`src/rtl/vga_pkg.sv`:
```
// Shared types and constants for the VGA scanout slice: pixel/address widths,
// default 640x480@60 timing and the test-pattern colour bars.
package vga_pkg;

  localparam int COORD_W    = 10;
  localparam int PIX_ADDR_W = 2 * COORD_W;

  typedef logic [14:0] rgb555_t;

  localparam int DEF_H_ACTIVE = 640;
  localparam int DEF_H_FP     = 16;
  localparam int DEF_H_SYNC   = 96;
  localparam int DEF_H_BP     = 48;
  localparam int DEF_V_ACTIVE = 480;
  localparam int DEF_V_FP     = 10;
  localparam int DEF_V_SYNC   = 2;
  localparam int DEF_V_BP     = 33;

  // Bar colours left to right: white, yellow, cyan, green, magenta, red, blue, black.
  localparam rgb555_t BAR_COLOURS [8] = '{
    15'h7FFF, 15'h7FE0, 15'h03FF, 15'h03E0,
    15'h7C1F, 15'h7C00, 15'h001F, 15'h0000
  };

  // Raster flags that travel alongside the RAM read; hs/vs mean "asserted".
  typedef struct packed {
    logic hs;
    logic vs;
    logic active;
    logic fs;
  } sync_flags_t;

endpackage

```
`src/rtl/vga_scanout_if.sv`:
```
// Frame-RAM read port: the scanout is the master, the RAM the slave.
interface vga_scanout_if
  import vga_pkg::*;
();

  logic                  rd_en;
  logic [PIX_ADDR_W-1:0] rd_addr;
  rgb555_t               rd_data;

  modport master (output rd_en, output rd_addr, input rd_data);
  modport slave  (input rd_en, input rd_addr, output rd_data);

endinterface

```
`src/rtl/vga_sync_delay.sv`:
```
// Enable-gated shift register that keeps raster flags in step with RAM data.
module vga_sync_delay #(
  parameter int DEPTH = 3,
  parameter int WIDTH = 4
) (
  input  logic             clk,
  input  logic             rst,
  input  logic             en,
  input  logic [WIDTH-1:0] d,
  output logic [WIDTH-1:0] q
);

  logic [WIDTH-1:0] stage [DEPTH];

  // NOTE: the stages are cleared on reset because they carry data-enable;
  // a stale active bit here would push a garbage pixel out after reset.
  always_ff @(posedge clk) begin
    if (!rst) begin
      for (int i = 0; i < DEPTH; i++) stage[i] <= '0;
    end else if (en) begin
      stage[0] <= d;
      for (int i = 1; i < DEPTH; i++) stage[i] <= stage[i-1];
    end
  end

  assign q = stage[DEPTH-1];

endmodule

```
`src/rtl/vga_scanout.sv`:
```
// VGA raster generator and frame-RAM scanout with sync/DE aligned to read data.
// Optional colour-bar source selected by build macro VGA_SCANOUT_TEST_PATTERN_EN.
module vga_scanout
  import vga_pkg::*;
#(
  parameter int H_ACTIVE   = DEF_H_ACTIVE,
  parameter int H_FP       = DEF_H_FP,
  parameter int H_SYNC     = DEF_H_SYNC,
  parameter int H_BP       = DEF_H_BP,
  parameter int V_ACTIVE   = DEF_V_ACTIVE,
  parameter int V_FP       = DEF_V_FP,
  parameter int V_SYNC     = DEF_V_SYNC,
  parameter int V_BP       = DEF_V_BP,
  parameter int RD_LATENCY = 1,
  parameter bit SYNC_POL   = 1'b0
) (
  input  logic          clk,
  input  logic          rst,
  input  logic          en,
`ifdef VGA_SCANOUT_TEST_PATTERN_EN
  input  logic          pattern_sel,
`endif
  vga_scanout_if.master ram,
  output logic          hsync,
  output logic          vsync,
  output logic          de,
  output rgb555_t       rgb_out,
  output logic          frame_start
);

  localparam int H_TOTAL = H_ACTIVE + H_FP + H_SYNC + H_BP;
  localparam int V_TOTAL = V_ACTIVE + V_FP + V_SYNC + V_BP;
  // The output register is the last of the RD_LATENCY+2 alignment stages.
  localparam int DLY_DEPTH = RD_LATENCY + 1;

  if (H_ACTIVE > 1024 || V_ACTIVE > 1024 || H_TOTAL > 1024 || V_TOTAL > 1024) begin : g_geom_err
    $error("vga_scanout: raster geometry does not fit 10-bit counters");
  end
  if (RD_LATENCY < 1 || RD_LATENCY > 4) begin : g_lat_err
    $error("vga_scanout: RD_LATENCY must be 1..4");
  end

  localparam logic [COORD_W-1:0] H_LAST   = COORD_W'(H_TOTAL - 1);
  localparam logic [COORD_W-1:0] V_LAST   = COORD_W'(V_TOTAL - 1);
  localparam logic [COORD_W:0]   H_ACT    = (COORD_W+1)'(H_ACTIVE);
  localparam logic [COORD_W:0]   V_ACT    = (COORD_W+1)'(V_ACTIVE);
  localparam logic [COORD_W:0]   HS_BEGIN = (COORD_W+1)'(H_ACTIVE + H_FP);
  localparam logic [COORD_W:0]   HS_END   = (COORD_W+1)'(H_ACTIVE + H_FP + H_SYNC);
  localparam logic [COORD_W:0]   VS_BEGIN = (COORD_W+1)'(V_ACTIVE + V_FP);
  localparam logic [COORD_W:0]   VS_END   = (COORD_W+1)'(V_ACTIVE + V_FP + V_SYNC);

  logic [COORD_W-1:0] h_cnt, v_cnt;
  logic [COORD_W:0]   h_ext, v_ext;
  logic               active;
  sync_flags_t        raw_flags, dly_flags;
  rgb555_t            pix_next;

  // NOTE: sequential state is written with <= so every register samples
  // pre-edge values regardless of statement order.
  always_ff @(posedge clk) begin
    if (!rst) begin
      h_cnt <= '0;
      v_cnt <= '0;
    end else if (en) begin
      if (h_cnt == H_LAST) begin
        h_cnt <= '0;
        v_cnt <= (v_cnt == V_LAST) ? '0 : v_cnt + COORD_W'(1);
      end else begin
        h_cnt <= h_cnt + COORD_W'(1);
      end
    end
  end

  // Compare in COORD_W+1 bits so a 1024-wide active area still works.
  assign h_ext  = {1'b0, h_cnt};
  assign v_ext  = {1'b0, v_cnt};
  assign active = (h_ext < H_ACT) && (v_ext < V_ACT);

  assign raw_flags = '{
    hs:     (h_ext >= HS_BEGIN) && (h_ext < HS_END),
    vs:     (v_ext >= VS_BEGIN) && (v_ext < VS_END),
    active: active,
    fs:     (h_cnt == '0) && (v_cnt == '0)
  };

  logic rd_req;
`ifdef VGA_SCANOUT_TEST_PATTERN_EN
  assign rd_req = active && !pattern_sel;
`else
  assign rd_req = active;
`endif

  always_ff @(posedge clk) begin
    if (!rst) begin
      ram.rd_en   <= 1'b0;
      ram.rd_addr <= '0;
    end else if (en) begin
      ram.rd_en <= rd_req;
      if (active) ram.rd_addr <= {v_cnt, h_cnt};
    end
  end

  vga_sync_delay #(
    .DEPTH (DLY_DEPTH),
    .WIDTH ($bits(sync_flags_t))
  ) u_flag_dly (
    .clk (clk),
    .rst (rst),
    .en  (en),
    .d   (raw_flags),
    .q   (dly_flags)
  );

`ifdef VGA_SCANOUT_TEST_PATTERN_EN
  localparam int               BAR_W   = (H_ACTIVE >= 8) ? H_ACTIVE / 8 : 1;
  localparam logic [COORD_W:0] BAR_W_C = (COORD_W+1)'(BAR_W);

  logic [COORD_W:0] bar_quot;
  logic [2:0]       bar_idx;
  logic [3:0]       pat_dly;

  assign bar_quot = h_ext / BAR_W_C;
  assign bar_idx  = (bar_quot > (COORD_W+1)'(7)) ? 3'd7 : bar_quot[2:0];

  // Selection and bar index ride the same delay so timing matches the RAM path.
  vga_sync_delay #(
    .DEPTH (DLY_DEPTH),
    .WIDTH (4)
  ) u_pat_dly (
    .clk (clk),
    .rst (rst),
    .en  (en),
    .d   ({pattern_sel, bar_idx}),
    .q   (pat_dly)
  );
`endif

  // NOTE: every always_comb output gets a default first so no latch is inferred.
  always_comb begin
    pix_next = '0;
    if (dly_flags.active) begin
      pix_next = ram.rd_data;
`ifdef VGA_SCANOUT_TEST_PATTERN_EN
      if (pat_dly[3]) pix_next = BAR_COLOURS[pat_dly[2:0]];
`endif
    end
  end

  always_ff @(posedge clk) begin
    if (!rst) begin
      hsync       <= ~SYNC_POL;
      vsync       <= ~SYNC_POL;
      de          <= 1'b0;
      rgb_out     <= '0;
      frame_start <= 1'b0;
    end else if (en) begin
      hsync       <= dly_flags.hs ? SYNC_POL : ~SYNC_POL;
      vsync       <= dly_flags.vs ? SYNC_POL : ~SYNC_POL;
      de          <= dly_flags.active;
      rgb_out     <= pix_next;
      frame_start <= dly_flags.fs;
    end
  end

endmodule

```
`src/flat_wrapper.sv`:
```
// flat-port wrapper written by rule: the top's interface ports become plain ports
module vga_scanout_flat import vga_pkg::*;
#(
  parameter int H_ACTIVE   = DEF_H_ACTIVE,
  parameter int H_FP       = DEF_H_FP,
  parameter int H_SYNC     = DEF_H_SYNC,
  parameter int H_BP       = DEF_H_BP,
  parameter int V_ACTIVE   = DEF_V_ACTIVE,
  parameter int V_FP       = DEF_V_FP,
  parameter int V_SYNC     = DEF_V_SYNC,
  parameter int V_BP       = DEF_V_BP,
  parameter int RD_LATENCY = 1,
  parameter bit SYNC_POL   = 1'b0
)
  (clk, rst, en, hsync, vsync, de, rgb_out, frame_start, ram_rd_en, ram_rd_addr, ram_rd_data);
  vga_scanout_if ram_i ();
  input  logic clk;
  input  logic rst;
  input  logic en;
  output logic hsync;
  output logic vsync;
  output logic de;
  output rgb555_t rgb_out;
  output logic frame_start;
  output wire logic [$bits(ram_i.rd_en)-1:0] ram_rd_en;
  output wire logic [$bits(ram_i.rd_addr)-1:0] ram_rd_addr;
  input wire logic [$bits(ram_i.rd_data)-1:0] ram_rd_data;
  assign ram_rd_en = ram_i.rd_en;
  assign ram_rd_addr = ram_i.rd_addr;
  assign ram_i.rd_data = ram_rd_data;
  vga_scanout #(.H_ACTIVE(H_ACTIVE), .H_FP(H_FP), .H_SYNC(H_SYNC), .H_BP(H_BP), .V_ACTIVE(V_ACTIVE), .V_FP(V_FP), .V_SYNC(V_SYNC), .V_BP(V_BP), .RD_LATENCY(RD_LATENCY), .SYNC_POL(SYNC_POL)) u_core (.clk(clk), .rst(rst), .en(en), .ram(ram_i), .hsync(hsync), .vsync(vsync), .de(de), .rgb_out(rgb_out), .frame_start(frame_start));
endmodule
```
`config.mk`:
```
export PLATFORM = sky130hd
export DESIGN_NAME = vga_scanout_flat
export DESIGN_NICKNAME = d
export VERILOG_FILES = /design/src/rtl/vga_pkg.sv /design/src/rtl/vga_scanout_if.sv /design/src/rtl/vga_sync_delay.sv /design/src/rtl/vga_scanout.sv /design/src/flat_wrapper.sv
export SDC_FILE = /design/constraint.sdc
export NUM_CORES = 1
export LEC_CHECK = 0
export ABC_AREA = 1
export BUFFER_PORTS_ARGS = -buffer_cell sky130_fd_sc_hd__buf_2
export CAP_MARGIN = 10
export CELL_PAD_IN_SITES_DETAIL_PLACEMENT = 0
export CELL_PAD_IN_SITES_GLOBAL_PLACEMENT = 1
export CORE_UTILIZATION = 40
export CTS_BUF_LIST = sky130_fd_sc_hd__clkbuf_2 sky130_fd_sc_hd__clkbuf_4 sky130_fd_sc_hd__clkbuf_8
export DETAILED_ROUTE_END_ITERATION = 10
export PLACE_DENSITY = 0.78
export SETUP_SLACK_MARGIN = 0.15
export SYNTH_ARGS = -nofsm -noshare
export SYNTH_HDL_FRONTEND = slang
export SYNTH_SLANG_ARGS = --single-unit
```
`constraint.sdc`:
```
create_clock -name clk -period 1.5 [get_ports clk]
set_input_delay 0.15 -clock clk [delete_from_list [all_inputs] [get_ports clk]]
set_output_delay 0.15 -clock clk [all_outputs]
set_load 0.02 [all_outputs]
```
### Yosys cells after proc, flatten, opt, wreduce, memory -nomap -nowiden

Memories as Yosys holds them, arrays and structs flattened.
Cells that the tools add are included.
Widths: inputs -> output; s select.

* $add $sub $neg: 2
* order comparisons: 6
* equality and inequality tests: 2
* multiplexer cells: 11
* bitwise logic cells: 2
* reductions and logical operators: 8

Operator list (count)
* $add 10x1->10 const B: 2
* $eq 10x10->1 const B: 2
* $logic_not 10->1: 2
* $lt 10x10->1 const B: 2
* $lt 10x9->1 const B: 2
* $mux 10: 2
* $mux 15: 1
* $ge 10x10->1 const B: 1
* $ge 10x9->1 const B: 1
* $mux 4: 2
* $mux 1: 6
* $logic_and 1x1->1: 4
* $reduce_and 2->1: 2
* $or 1x1->1: 2

* bits in registers: 60
* memory bits (writable): 8
* input bits: 18
* output and inout port bits: 40
* logic and storage cells: 41
* memories: 1

Memory list
* u_core.u_flag_dly.stage: depth 2, bits a word 4, rd ports 2, clocked after Yosys merged registers in 0, wr ports 2, line vga_sync_delay.sv:13 `logic [WIDTH-1:0] stage [DEPTH];`

### Logic depth before layout (Yosys ltp)

Gate-level depths: netlist (run 1).

* word-level depth: 4
* gate-level depth with buffers: 9
* depth with buffers taken out: 9

### Modules after synthesis

Synthesis (run 1) repeated with hierarchy kept, for this count alone.

* cell total of the unflattened synthesis: 424
* area total of the unflattened synthesis: 3050.4 um^2

By module, submodules not included
* vga_scanout: instances 1, cells each 393, area an instance 2706.3 um^2, seq. area each 1201.2 um^2
* vga_sync_delay: instances 1, cells each 31, area an instance 344.1 um^2, seq. area each 240.2 um^2

### Worst setup path before layout (run 1)

No wires, ideal clock.

* path kind: register to register
* from: register u_core.h_cnt[1]
* to: register u_core.v_cnt[9]
* setup time: 0.118 ns
* arrival time: 1.216 ns
* data required time: 1.382 ns
* setup slack: 0.166 ns
* stages on the path, launching flop included: 9
* path buffers: 0
* period minus slack after synthesis: 1.334 ns
* cells stage by stage: dfxtp_1 > ha_1 > nand2_2 > nor2_4 > nand4_4 > nand2_4 > nand2_2 > nand2_1 > nor2_1

* longest elaborated chain between the ends: 2

Ends and longest elaborated chain
* start: declaration: line vga_scanout.sv:52 `logic [COORD_W-1:0] h_cnt, v_cnt;`
* start signal: assignment: line vga_scanout.sv:69 `h_cnt <= h_cnt + COORD_W'(1);`
* $eq 10x10->1: line vga_scanout.sv:65 `if (h_cnt == H_LAST) begin`
* $reduce_and 2->1 (no line)
* end signal: assignment: line vga_scanout.sv:67 `v_cnt <= (v_cnt == V_LAST) ? '0 : v_cnt + COORD_W'(1);`
* end: declaration: line vga_scanout.sv:52

Every way passes these cells.
A chain may end at the register's enable or synchronous reset.

### Worst setup path in the final report (run 1)

* from: register u_core.h_cnt[0]
* to: register u_core.v_cnt[4]

Same word-level chain as after synthesis.

==> results.json, run 1 <==
{
  "area_share_of_fa_ha_maj_cells_after_synthesis": 0.0172,
  "synth_top_family_by_area": "simple AND/OR/NAND/NOR gates",
  "drt_wl_total_um": 6470,
  "tightestPinTransition_ns": 0.514,
  "postSynth.asyncResetShare": 0,
  "nets": 430,
  "dp.final_hpwl_um": 4560,
  "setup_ws_ns": 0.145,
  "syn-instance-count": 331,
  "yosys.area_share.simple": 0.265,
  "dp_worst_setup_slack_ns": 0.0543,
  "fraction_of_the_mapped_netlist_area_in_compound_gates": 0.135,
  "num_vias": 2464,
  "final-setup-viol-count": 0,
  "cts_num_sinks": 68,
  "power_density_nw_per_um2": 1030,
  "pin_count_of_the_biggest_net_entering_global_routing": 22,
  "core_area_um2": 6910,
  "grt_antenna_before_repair": 0,
  "max_clock_freq_mhz": 738,
  "leakagePower_nw": 1.61,
  "synthTopCellsByArea": "sky130_fd_sc_hd__dfxtp_1 41%, sky130_fd_sc_hd__edfxtp_1 8.2%, sky130_fd_sc_hd__nor2_1 6.6%",
  "synth-xor-area-share": 0.0120,
  "cts_max_path_buffers": 2,
  "core.rowCount": 30,
  "port-buffer-count": 57,
  "die_height_um": 87.4,
  "synth.ff_latch_count": 68,
  "synthDominantAreaCellType": "sky130_fd_sc_hd__dfxtp_1",
  "cap_violations": 0,
  "yosysSeqAreaShare": 0.494,
  "hold_start": "ram_rd_data[11]",
  "num_io_pins": 58,
  "critical_path.startpoint_type": "flip-flop",
  "finalCriticalPeriod_ns": 1.35,
  "wl_per_cell_um": 12.7,
  "crit_path_cell_trace": "ha_4 -> nand2_4 -> nor2_4 -> nand3_4 -> nor2_8 -> nand3_2 -> nand2_1 -> nor2_1",
  "die_area_um2": 7630,
  "tritoncts": "yes",
  "ctsRootBufferMaster": "sky130_fd_sc_hd__clkbuf_8",
  "grt_first_pass_wirelength_um": 9870,
  "initial_utilization": 0.422,
  "ys.flop_type": "sky130_fd_sc_hd__dfxtp_1",
  "finalWeightedCongestion": 0.883,
  "fin_setup_tns_ns": 0,
  "path_clk_slew_ns": 0.08,
  "post-synth-top-count-cell": "sky130_fd_sc_hd__dfxtp_1",
  "syn-cell-area_um2": 2920,
  "ir_drop_mv": 0.410,
  "cts_inserted_buffers": 9,
  "setup.reg_to_reg.worst_slack_ns": 0.15,
  "hold_path_class": "in -> reg",
  "drive_above_1_share": 0.395,
  "status": "finished clean",
  "timing.critical_path.slowest_cell_delay_ns": 0.36,
  "critPathBufInv": 0,
  "grtUsageTotal": 0.172,
  "syn-mean-instance-area_um2": 8.81,
  "r2r_start": "u_core.h_cnt[0]$_SDFFE_PN0P_",
  "fin_worst_skew_ns": 0.00579,
  "post-route-period-util": 0.903,
  "synth_warn": 0,
  "grt_pass1_vias": 2154,
  "worst_ep_arrival_time_ns": 1.59,
  "area.growth.synth_to_final_pct": 26.2,
  "yosysUniqueCellTypes": 38,
  "min_to": "u_core.rgb_out[11]$_SDFFE_PN0P_",
  "top_post_synthesis_cells_by_count": "60 x sky130_fd_sc_hd__dfxtp_1, 51 x sky130_fd_sc_hd__nor2_1, 34 x sky130_fd_sc_hd__nand2_1",
  "drt-vias-per-instance": 4.84,
  "hold_viol": 0,
  "global_route.overflow_total": 0,
  "antennaDiodeCount": 0,
  "ant_nets": 0,
  "slowest_stage": "sky130_fd_sc_hd__dfxtp_2",
  "clk_latency_ns": 0.34,
  "synth-edff-count": 8,
  "detailed_route_iter0_violations": 69,
  "synthMuxAreaShare": 0,
  "reg2reg_depth": 8,
  "timing.rr.end": "u_core.v_cnt[4]$_SDFFE_PN0P_",
  "timing.critical_path.required_ns": 1.73,
  "maxSlewViolCount": 0,
  "hold-path-cell-count": 2,
  "post_cts_hold_buffer_count": 0,
  "critPathMaxFanout": 5,
  "drt_drc_violations_left": 0,
  "area_fraction_of_the_dominant_cell_type_after_synthesis": 0.412,
  "synth_nets": 353,
  "first_pass_iters": 6,
  "die_w_um": 87.4,
  "crit_type": "reg -> reg",
  "slew-limit-headroom": 0.658,
  "setup_repair_after_global_routing_missed_its_margin": "true",
  "worst_path_dominant_cell_family": "simple AND/OR/NAND/NOR gates",
  "htreeDepth": 3,
  "setup.worst_path.end_class": "flip-flop"
}
-- registers in the layout, summed over array words and instances (netlist names) --
signal / cells
u_core.ram.rd_addr: 20
u_core.rgb_out: 15
u_core.h_cnt: 10
u_core.v_cnt: 10
u_core.u_flag_dly.stage: 8
u_core.de: 1
u_core.frame_start: 1
u_core.hsync: 1
u_core.ram.rd_en: 1
u_core.vsync: 1
-- placed cells by master, fill, tap and decap left out, types with 4 or more instances in the layout --
cell type / Yosys / routed
sky130_fd_sc_hd__nor2_1: 51 / 50
sky130_fd_sc_hd__nor2_2: 23 / 23
sky130_fd_sc_hd__dfxtp_2: 0 / 13
sky130_fd_sc_hd__edfxtp_1: 8 / 8
sky130_fd_sc_hd__nand2_1: 34 / 32
sky130_fd_sc_hd__nor2_4: 3 / 5
sky130_fd_sc_hd__nor3_1: 4 / 4
sky130_fd_sc_hd__inv_1: 31 / 29
sky130_fd_sc_hd__clkbuf_8: 0 / 10
sky130_fd_sc_hd__o21ai_1: 26 / 27
sky130_fd_sc_hd__buf_2: 0 / 57
sky130_fd_sc_hd__nand3_1: 11 / 10
sky130_fd_sc_hd__buf_4: 4 / 20
sky130_fd_sc_hd__a32o_1: 15 / 15
sky130_fd_sc_hd__inv_2: 3 / 5
sky130_fd_sc_hd__dfxtp_1: 60 / 46
sky130_fd_sc_hd__nand4_1: 5 / 5
sky130_fd_sc_hd__o21ai_0: 5 / 4
sky130_fd_sc_hd__nand2_2: 5 / 5
sky130_fd_sc_hd__nand2_4: 2 / 4
sky130_fd_sc_hd__a21oi_1: 8 / 8
-- final cells by class --
cell class | instances | area (um^2)
timing repair buffer | 77 | 435
tap | 96 | 120
sequential | 68 | 1460
multi-input combinational | 217 | 1330
inverter | 35 | 136
clock buffer | 10 | 138
clock inverter | 6 | 62.6
fill | 698 | 3230
-- stage by stage --
step	std cells	cell area (um^2)	utilization	total power [mW]	hold WS, ns
5_1_grt	509	3680	0.533	3.93	0.0382
6_report	509	3680	0.533	3.79	0.0568
3_3_place_gp	485	3330	0.482	2.30	0.401
4_1_cts	503	3580	0.518	3.82	0.0408
2_1_floorplan	331	2920	-	2.19	0.317
3_5_place_dp	485	3330	0.482	2.30	0.408
-- power breakdown --
group	switching (mW)	leakage, nW	internal (mW)
Clock	0.705	0.106	0.813
Sequential	0.0401	0.584	1.90
Combinational	0.206	0.924	0.123
Total	0.951	1.61	2.84
-- kinds of logic (layout without fill, tap and decap cells) --
group,after synthesis,in the layout
xor gates and xnor gates,4,4
and+or+nand+nor,148,149
AOI/OAI and AO/OA,60,60
DFF,68,68
buffers and inverters,47,128
adders and majority gates,4,4
-- metal layers --
metal  global-route usage  vias to the layer above  routed length, um
li1                     -                     1262                  -
met3               0.0408                       10                287
met2                0.282                       54               3050
met1                0.208                     1138               3030
met5                    0                        -                  0
met4               0.0894                        0                 99
-- worst max-delay path by stage --
stage                                   endpoint                          from  depth (start not counted)  slack [ns]
floorplan           u_core.v_cnt[9]$_SDFFE_PN0P_  u_core.h_cnt[1]$_SDFFE_PN0P_                          8        0.17
global placement    u_core.v_cnt[9]$_SDFFE_PN0P_  u_core.h_cnt[0]$_SDFFE_PN0P_                          8        0.09
detailed placement  u_core.v_cnt[4]$_SDFFE_PN0P_  u_core.h_cnt[0]$_SDFFE_PN0P_                          8        0.05
CTS                 u_core.v_cnt[4]$_SDFFE_PN0P_  u_core.h_cnt[0]$_SDFFE_PN0P_                          8        0.14
global route        u_core.v_cnt[6]$_SDFFE_PN0P_  u_core.v_cnt[1]$_SDFFE_PN0P_                          7        0.07
finish              u_core.v_cnt[4]$_SDFFE_PN0P_  u_core.h_cnt[0]$_SDFFE_PN0P_                          8        0.15
-- timing repair --
| item | 4_1_cts | 5_1_grt |
|---|---|---|
| resized for setup | 13 | 20 |
| setup endpoints to repair | 32 | 34 |
| gates cloned | 0 | 1 |
| pin swaps | 5 | 9 |
| setup buffers | 2 | 5 |
(Power assumes the default switching activity.)
==> run 2, diff against run 1 <==
- clock period: 1.5 -> 1.56 ns (I/O delays scaled with it)
==> results.json, run 2 (same netlist as run 1, synthesis figures left out) <==
{
  "internal_power_mw": 2.88,
  "largest_registers": "u_core.ram.rd_addr: 20 flops, u_core.rgb_out: 15 flops",
  "num_vias": 2405,
  "cap_violations": 0,
  "finalCriticalPeriod_ns": 1.35,
  "wl_per_cell_um": 12.3,
  "timing.critical_path.required_ns": 1.79,
  "path_clk_slew_ns": 0.07,
  "hold_start": "ram_rd_data[11]",
  "max_clock_freq_mhz": 743,
  "detailed_route_iter0_violations": 68,
  "drt-vias-per-instance": 4.82,
  "registers.top_by_ff_count": "u_core.ram.rd_addr",
  "drt_wl_total_um": 6160,
  "leakagePower_nw": 1.57,
  "worstSetupStartpoint": "u_core.h_cnt[0]$_SDFFE_PN0P_",
  "die_area_um2": 7630,
  "grt_pass1_vias": 2189,
  "crit_type": "reg -> reg",
  "r2r_start": "u_core.h_cnt[0]$_SDFFE_PN0P_",
  "die_w_um": 87.4,
  "worst_ep_arrival_time_ns": 1.58,
  "hold_viol": 0,
  "pin_count_of_the_biggest_net_entering_global_routing": 22,
  "grt_antenna_before_repair": 0,
  "area.growth.synth_to_final_pct": 23.6,
  "tightestPinTransition_ns": 0.513,
  "clk_latency_ns": 0.34,
  "slew-limit-headroom": 0.658,
  "setup_ws_ns": 0.214,
  "seq_power_share": 0.493,
  "ant_nets": 0,
  "global_route.overflow_total": 0,
  "finish.utilization": 0.522,
  "ir_drop_mv": 0.410,
  "dp.final_hpwl_um": 4420,
  "setup_repair_after_global_routing_missed_its_margin": "true",
  "nets": 420,
  "first_pass_iters": 4,
  "swShare": 0.239,
  "number_of_flip_flops_under_the_largest_register_name": 20,
  "htreeDepth": 3,
  "maxSlewViolCount": 0,
  "power_density_nw_per_um2": 1050,
  "initial_utilization": 0.422,
  "ctsRootBufferMaster": "sky130_fd_sc_hd__clkbuf_8",
  "net_switching_component_of_the_power_uw": 906,
  "final-setup-viol-count": 0,
  "cts_num_sinks": 68,
  "stdcell_area_um2": 3600,
  "grtUsageTotal": 0.176,
  "status": "finished clean",
  "num_io_pins": 58,
  "critPathMaxFanout": 8,
  "setup.reg_to_reg.worst_slack_ns": 0.21,
  "nFillCells": 701,
  "drive_above_1_share": 0.355,
  "antennaDiodeCount": 0,
  "power.combinational.fraction": 0.079,
  "fin_worst_skew_ns": 0.00700,
  "cts_max_path_buffers": 2,
  "clkPwrFrac": 0.427,
  "dp_worst_setup_slack_ns": 0.0532,
  "tritoncts": "yes",
  "setup.worst_path.end_class": "flip-flop",
  "cts_inserted_buffers": 9,
  "placed_area_um2": 3280,
  "layout_commonest_cell": "sky130_fd_sc_hd__buf_2",
  "final_cell_mix": "57 x sky130_fd_sc_hd__buf_2, 51 x sky130_fd_sc_hd__nor2_1, 48 x sky130_fd_sc_hd__dfxtp_1",
  "drt_drc_violations_left": 0,
  "die_height_um": 87.4,
  "hold_path_class": "in -> reg",
  "port-buffer-count": 57,
  "finalWeightedCongestion": 0.935,
  "post-route-period-util": 0.863,
  "grt_first_pass_wirelength_um": 10300,
  "core.rowCount": 30,
  "critical_path.startpoint_type": "flip-flop",
  "core_area_um2": 6910,
  "fin_setup_tns_ns": 0
}
-- run 2: cell types whose count changed in the layout (fill, tap and decap cells not counted), sizes merged --
cell    change
buf         -9
inv         -1
nor2        -1
bufinv      +1
-- run 2: critical path, cell delays in order (launching register included) --
cell and delay [ns]:
sky130_fd_sc_hd__dfxtp_4 0.38, sky130_fd_sc_hd__ha_4 0.16, sky130_fd_sc_hd__nand2_4 0.06, sky130_fd_sc_hd__nor2_4 0.14, sky130_fd_sc_hd__nand4_4 0.17, sky130_fd_sc_hd__nand2_4 0.16
sky130_fd_sc_hd__nand2_4 0.07, sky130_fd_sc_hd__nand2_1 0.06, sky130_fd_sc_hd__nor2_1 0.04
-- run 2: power by group through the flow --
stage	sequential, mW	combinational (mW)	clock (mW)
after floorplan	1.95	0.161	0
after global placement	1.91	0.295	0
after detailed placement	1.91	0.296	0
after CTS	1.87	0.300	1.65
after global routing	1.88	0.337	1.73
final	1.87	0.301	1.62
-- run 2: per-layer routing --
layer  up-vias  wire [um]  GRT usage
li1       1243          -          -
met1      1100       3040      0.231
met2        52       2750      0.278
met3        10        243     0.0351
met4         0        128     0.0805
met5         -          0          0
-- run 2: final cells by class --
class	count	area [um^2]	share of cell area
Clock buffer	10	138	0.0382
Clock inverter	6	87.6	0.0243
Inverter	35	136	0.0378
Multi-Input combinational cell	216	1290	0.358
Sequential cell	68	1460	0.405
Tap cell	96	120	0.0333
Timing Repair Buffer	68	372	0.103
-- run 2: timing repair --
item | in CTS | in global routing
setup buffers | 3 | 1
hold buffers | 0 | 0
resized for setup | 5 | 21
pin swaps | 3 | 4
setup endpoints to repair | 11 | 31
-- run 2: path summary, 6_finish.rpt --
| kind | end | cells past startpoint |
|---|---|---|
| setup reg to reg | u_core.v_cnt[9]$_SDFFE_PN0P_ | 8 |
| hold / removal | u_core.rgb_out[11]$_SDFFE_PN0P_ | 2 |
| hold reg to reg | u_core.hsync$_SDFFE_PN1P_ | 1 |
| setup / recovery | u_core.v_cnt[9]$_SDFFE_PN0P_ | 8 |
-- run 2: per-stage QoR --
stage / power [mW] / hold slack (ns) / std cells
after floorplan: 2.11 / 0.323 / 331
after global placement: 2.20 / 0.401 / 479
after detailed placement: 2.20 / 0.410 / 479
after CTS: 3.82 / 0.0480 / 498
after global routing: 3.94 / 0.0517 / 499
final: 3.79 / 0.0608 / 499
==> run 3, diff against run 2 <==
- PLACE_DENSITY: 0.78 -> 0.8
- SYNTH_HIERARCHICAL: unset -> 1
==> results.json, run 3 <==
{
  "cap_violations": 0,
  "fin_setup_tns_ns": 0,
  "met1_usage": 0.251,
  "layout_commonest_cell": "sky130_fd_sc_hd__nand2_1",
  "post_layout_power_mw": 3.68,
  "finalWeightedCongestion": 0.893,
  "leakagePower_nw": 1.75,
  "crit_path_cell_trace": "inv_1 -> ha_1 -> nand3_1 -> nor2_1 -> nand2_2 -> nand2_1 -> nand2_2 -> nand2_1 -> nor2_1",
  "grt_pass1_vias": 2578,
  "finalCriticalPeriod_ns": 1.35,
  "area_fraction_of_the_dominant_cell_type_after_synthesis": 0.394,
  "synth_warn": 6,
  "grt_antenna_before_repair": 0,
  "die_area_um2": 7980,
  "number_of_flip_flops_under_the_largest_register_name": 20,
  "cts_inserted_buffers": 9,
  "dp_worst_setup_slack_ns": -0.0276,
  "detailed_route_iter0_violations": 142,
  "cts_num_sinks": 68,
  "slowest_stage": "sky130_fd_sc_hd__dfxtp_1",
  "worst_ep_arrival_time_ns": 1.58,
  "hold_viol": 0,
  "largest_registers": "u_core/ram.rd_addr: 20 flops, u_core/rgb_out: 15 flops",
  "num_vias": 2893,
  "crit_type": "reg -> reg",
  "grt_use_met2": 0.332,
  "final_cell_mix": "90 x sky130_fd_sc_hd__nand2_1, 76 x sky130_fd_sc_hd__nor2_1, 57 x sky130_fd_sc_hd__buf_2",
  "finish.utilization": 0.510,
  "htreeDepth": 3,
  "hold_path_class": "in -> reg",
  "clk_latency_ns": 0.33,
  "core_area_um2": 7330,
  "synthTopCellsByArea": "sky130_fd_sc_hd__dfxtp_1 39%, sky130_fd_sc_hd__nand2_1 11%, sky130_fd_sc_hd__nor2_1 9.7%",
  "nets": 509,
  "stdcell_count": 591,
  "port-buffer-count": 57,
  "dp.final_hpwl_um": 5430,
  "nFillCells": 731,
  "status": "finished clean",
  "core.rowCount": 31,
  "multiInputGateArea_um2": 1370,
  "post-route-period-util": 0.866,
  "global_route.overflow_total": 0,
  "timing.critical_path.required_ns": 1.79,
  "synthDominantAreaCellType": "sky130_fd_sc_hd__dfxtp_1",
  "power_density_nw_per_um2": 982,
  "top_post_synthesis_cells_by_count": "92 x sky130_fd_sc_hd__nand2_1, 79 x sky130_fd_sc_hd__nor2_1, 60 x sky130_fd_sc_hd__dfxtp_1",
  "antennaDiodeCount": 0,
  "tritoncts": "yes",
  "regArea_um2": 1450,
  "grtUsageTotal": 0.197,
  "area.growth.synth_to_final_pct": 22.6,
  "path_clk_slew_ns": 0.07,
  "ir_drop_mv": 0.506,
  "synth_nets": 446,
  "fin_worst_skew_ns": 0.00540,
  "drt_drc_violations_left": 0,
  "drt-vias-per-instance": 4.90,
  "syn-mean-instance-area_um2": 7.19,
  "wl_per_cell_um": 12.6,
  "yosysUniqueCellTypes": 29,
  "drt_wl_total_um": 7440,
  "syn-cell-area_um2": 3050,
  "maxSlewViolCount": 0,
  "setup.worst_path.end_class": "flip-flop",
  "die_height_um": 89.3,
  "grt-busiest-layer": "met2",
  "setup_ws_ns": 0.209,
  "grt_first_pass_wirelength_um": 11900,
  "stdcell_area_um2": 3740,
  "yosysSeqAreaShare": 0.473,
  "ant_nets": 0,
  "tightestPinTransition_ns": 0.535,
  "syn-instance-count": 424,
  "max_clock_freq_mhz": 740,
  "initial_utilization": 0.416,
  "registers.top_by_ff_count": "u_core/ram.rd_addr",
  "synth.ff_latch_count": 68,
  "placed_cells": 573,
  "groute.layer.met3.usage": 0.0526,
  "post-synth-top-count-cell": "sky130_fd_sc_hd__nand2_1",
  "cts_max_path_buffers": 2,
  "setup_repair_after_global_routing_missed_its_margin": "true",
  "critical_path.startpoint_type": "flip-flop",
  "postSynth.asyncResetShare": 0,
  "ys.flop_type": "sky130_fd_sc_hd__dfxtp_1",
  "die_w_um": 89.3,
  "critPathMaxFanout": 4,
  "ctsRootBufferMaster": "sky130_fd_sc_hd__clkbuf_8",
  "pin_count_of_the_biggest_net_entering_global_routing": 25,
  "slew-limit-headroom": 0.644,
  "post_route_hold_slack_ns": 0.0814,
  "num_io_pins": 58,
  "drive_above_1_share": 0.244,
  "final-setup-viol-count": 0,
  "placed_area_um2": 3460,
  "first_pass_iters": 5,
  "timing.critical_path.slowest_cell_delay_ns": 0.33,
  "synth-edff-count": 8
}
[run 3: cells by family (layout without fill, tap and decap cells)]
kind of cell / after synthesis / count (layout) / synth area share
AOI/OAI and AO/OA: 39 / 39 / 0.0689
and+or+nand+nor: 244 / 244 / 0.348
adders and majority gates: 4 / 4 / 0.0164
DFF: 68 / 68 / 0.473
buffers and inverters: 69 / 137 / 0.0943
[run 3: area by class of cell]
cell class / instances / area share
Clock inverter: 4 / 0.0127
Multi-Input combinational cell: 287 / 0.366
Timing Repair Buffer: 74 / 0.110
Clock buffer: 12 / 0.0425
Sequential cell: 68 / 0.387
Tap cell: 99 / 0.0331
Inverter: 47 / 0.0482
[run 3: worst paths after layout]
path                                                             startpoint  cells after the start                        endpoint  slack (ns)
worst max-delay path                           u_core/v_cnt[1]$_SDFFE_PN0P_                      9    u_core/v_cnt[9]$_SDFFE_PN0P_        0.21
worst min-delay path                                         ram_rd_data[6]                      3  u_core/rgb_out[6]$_SDFFE_PN0P_        0.08
worst max register to register                 u_core/v_cnt[1]$_SDFFE_PN0P_                      9    u_core/v_cnt[9]$_SDFFE_PN0P_        0.21
worst min register to register  u_core/u_flag_dly/stage[0][6]$_SDFFCE_PN0P_                      1       u_core/vsync$_SDFFE_PN1P_        0.43
[run 3: power breakdown]
part / switching, mW / internal (mW)
sequential: 0.0333 / 1.83
clock: 0.644 / 0.838
combinational: 0.216 / 0.114
[run 3: metal layers]
metal  up-vias  share of wire
met5         -              0
li1       1485              -
met2        72           0.45
met3         9          0.050
met1      1327           0.49
met4         0         0.0094
[run 3: critical path, delay by kind of cell (launching register included)]
kind	cells	cell delay (ns)
and+or+nand+nor	7	0.62
buffers and inverters	1	0.12
DFF	1	0.33
adders and majority gates	1	0.18
[run 3: timing repair]
action	4_1_cts	5_1_grt
resized for setup	5	18
pin swaps	1	1
setup buffers	2	0
hold buffers	0	0
endpoints found under the setup margin	36	34
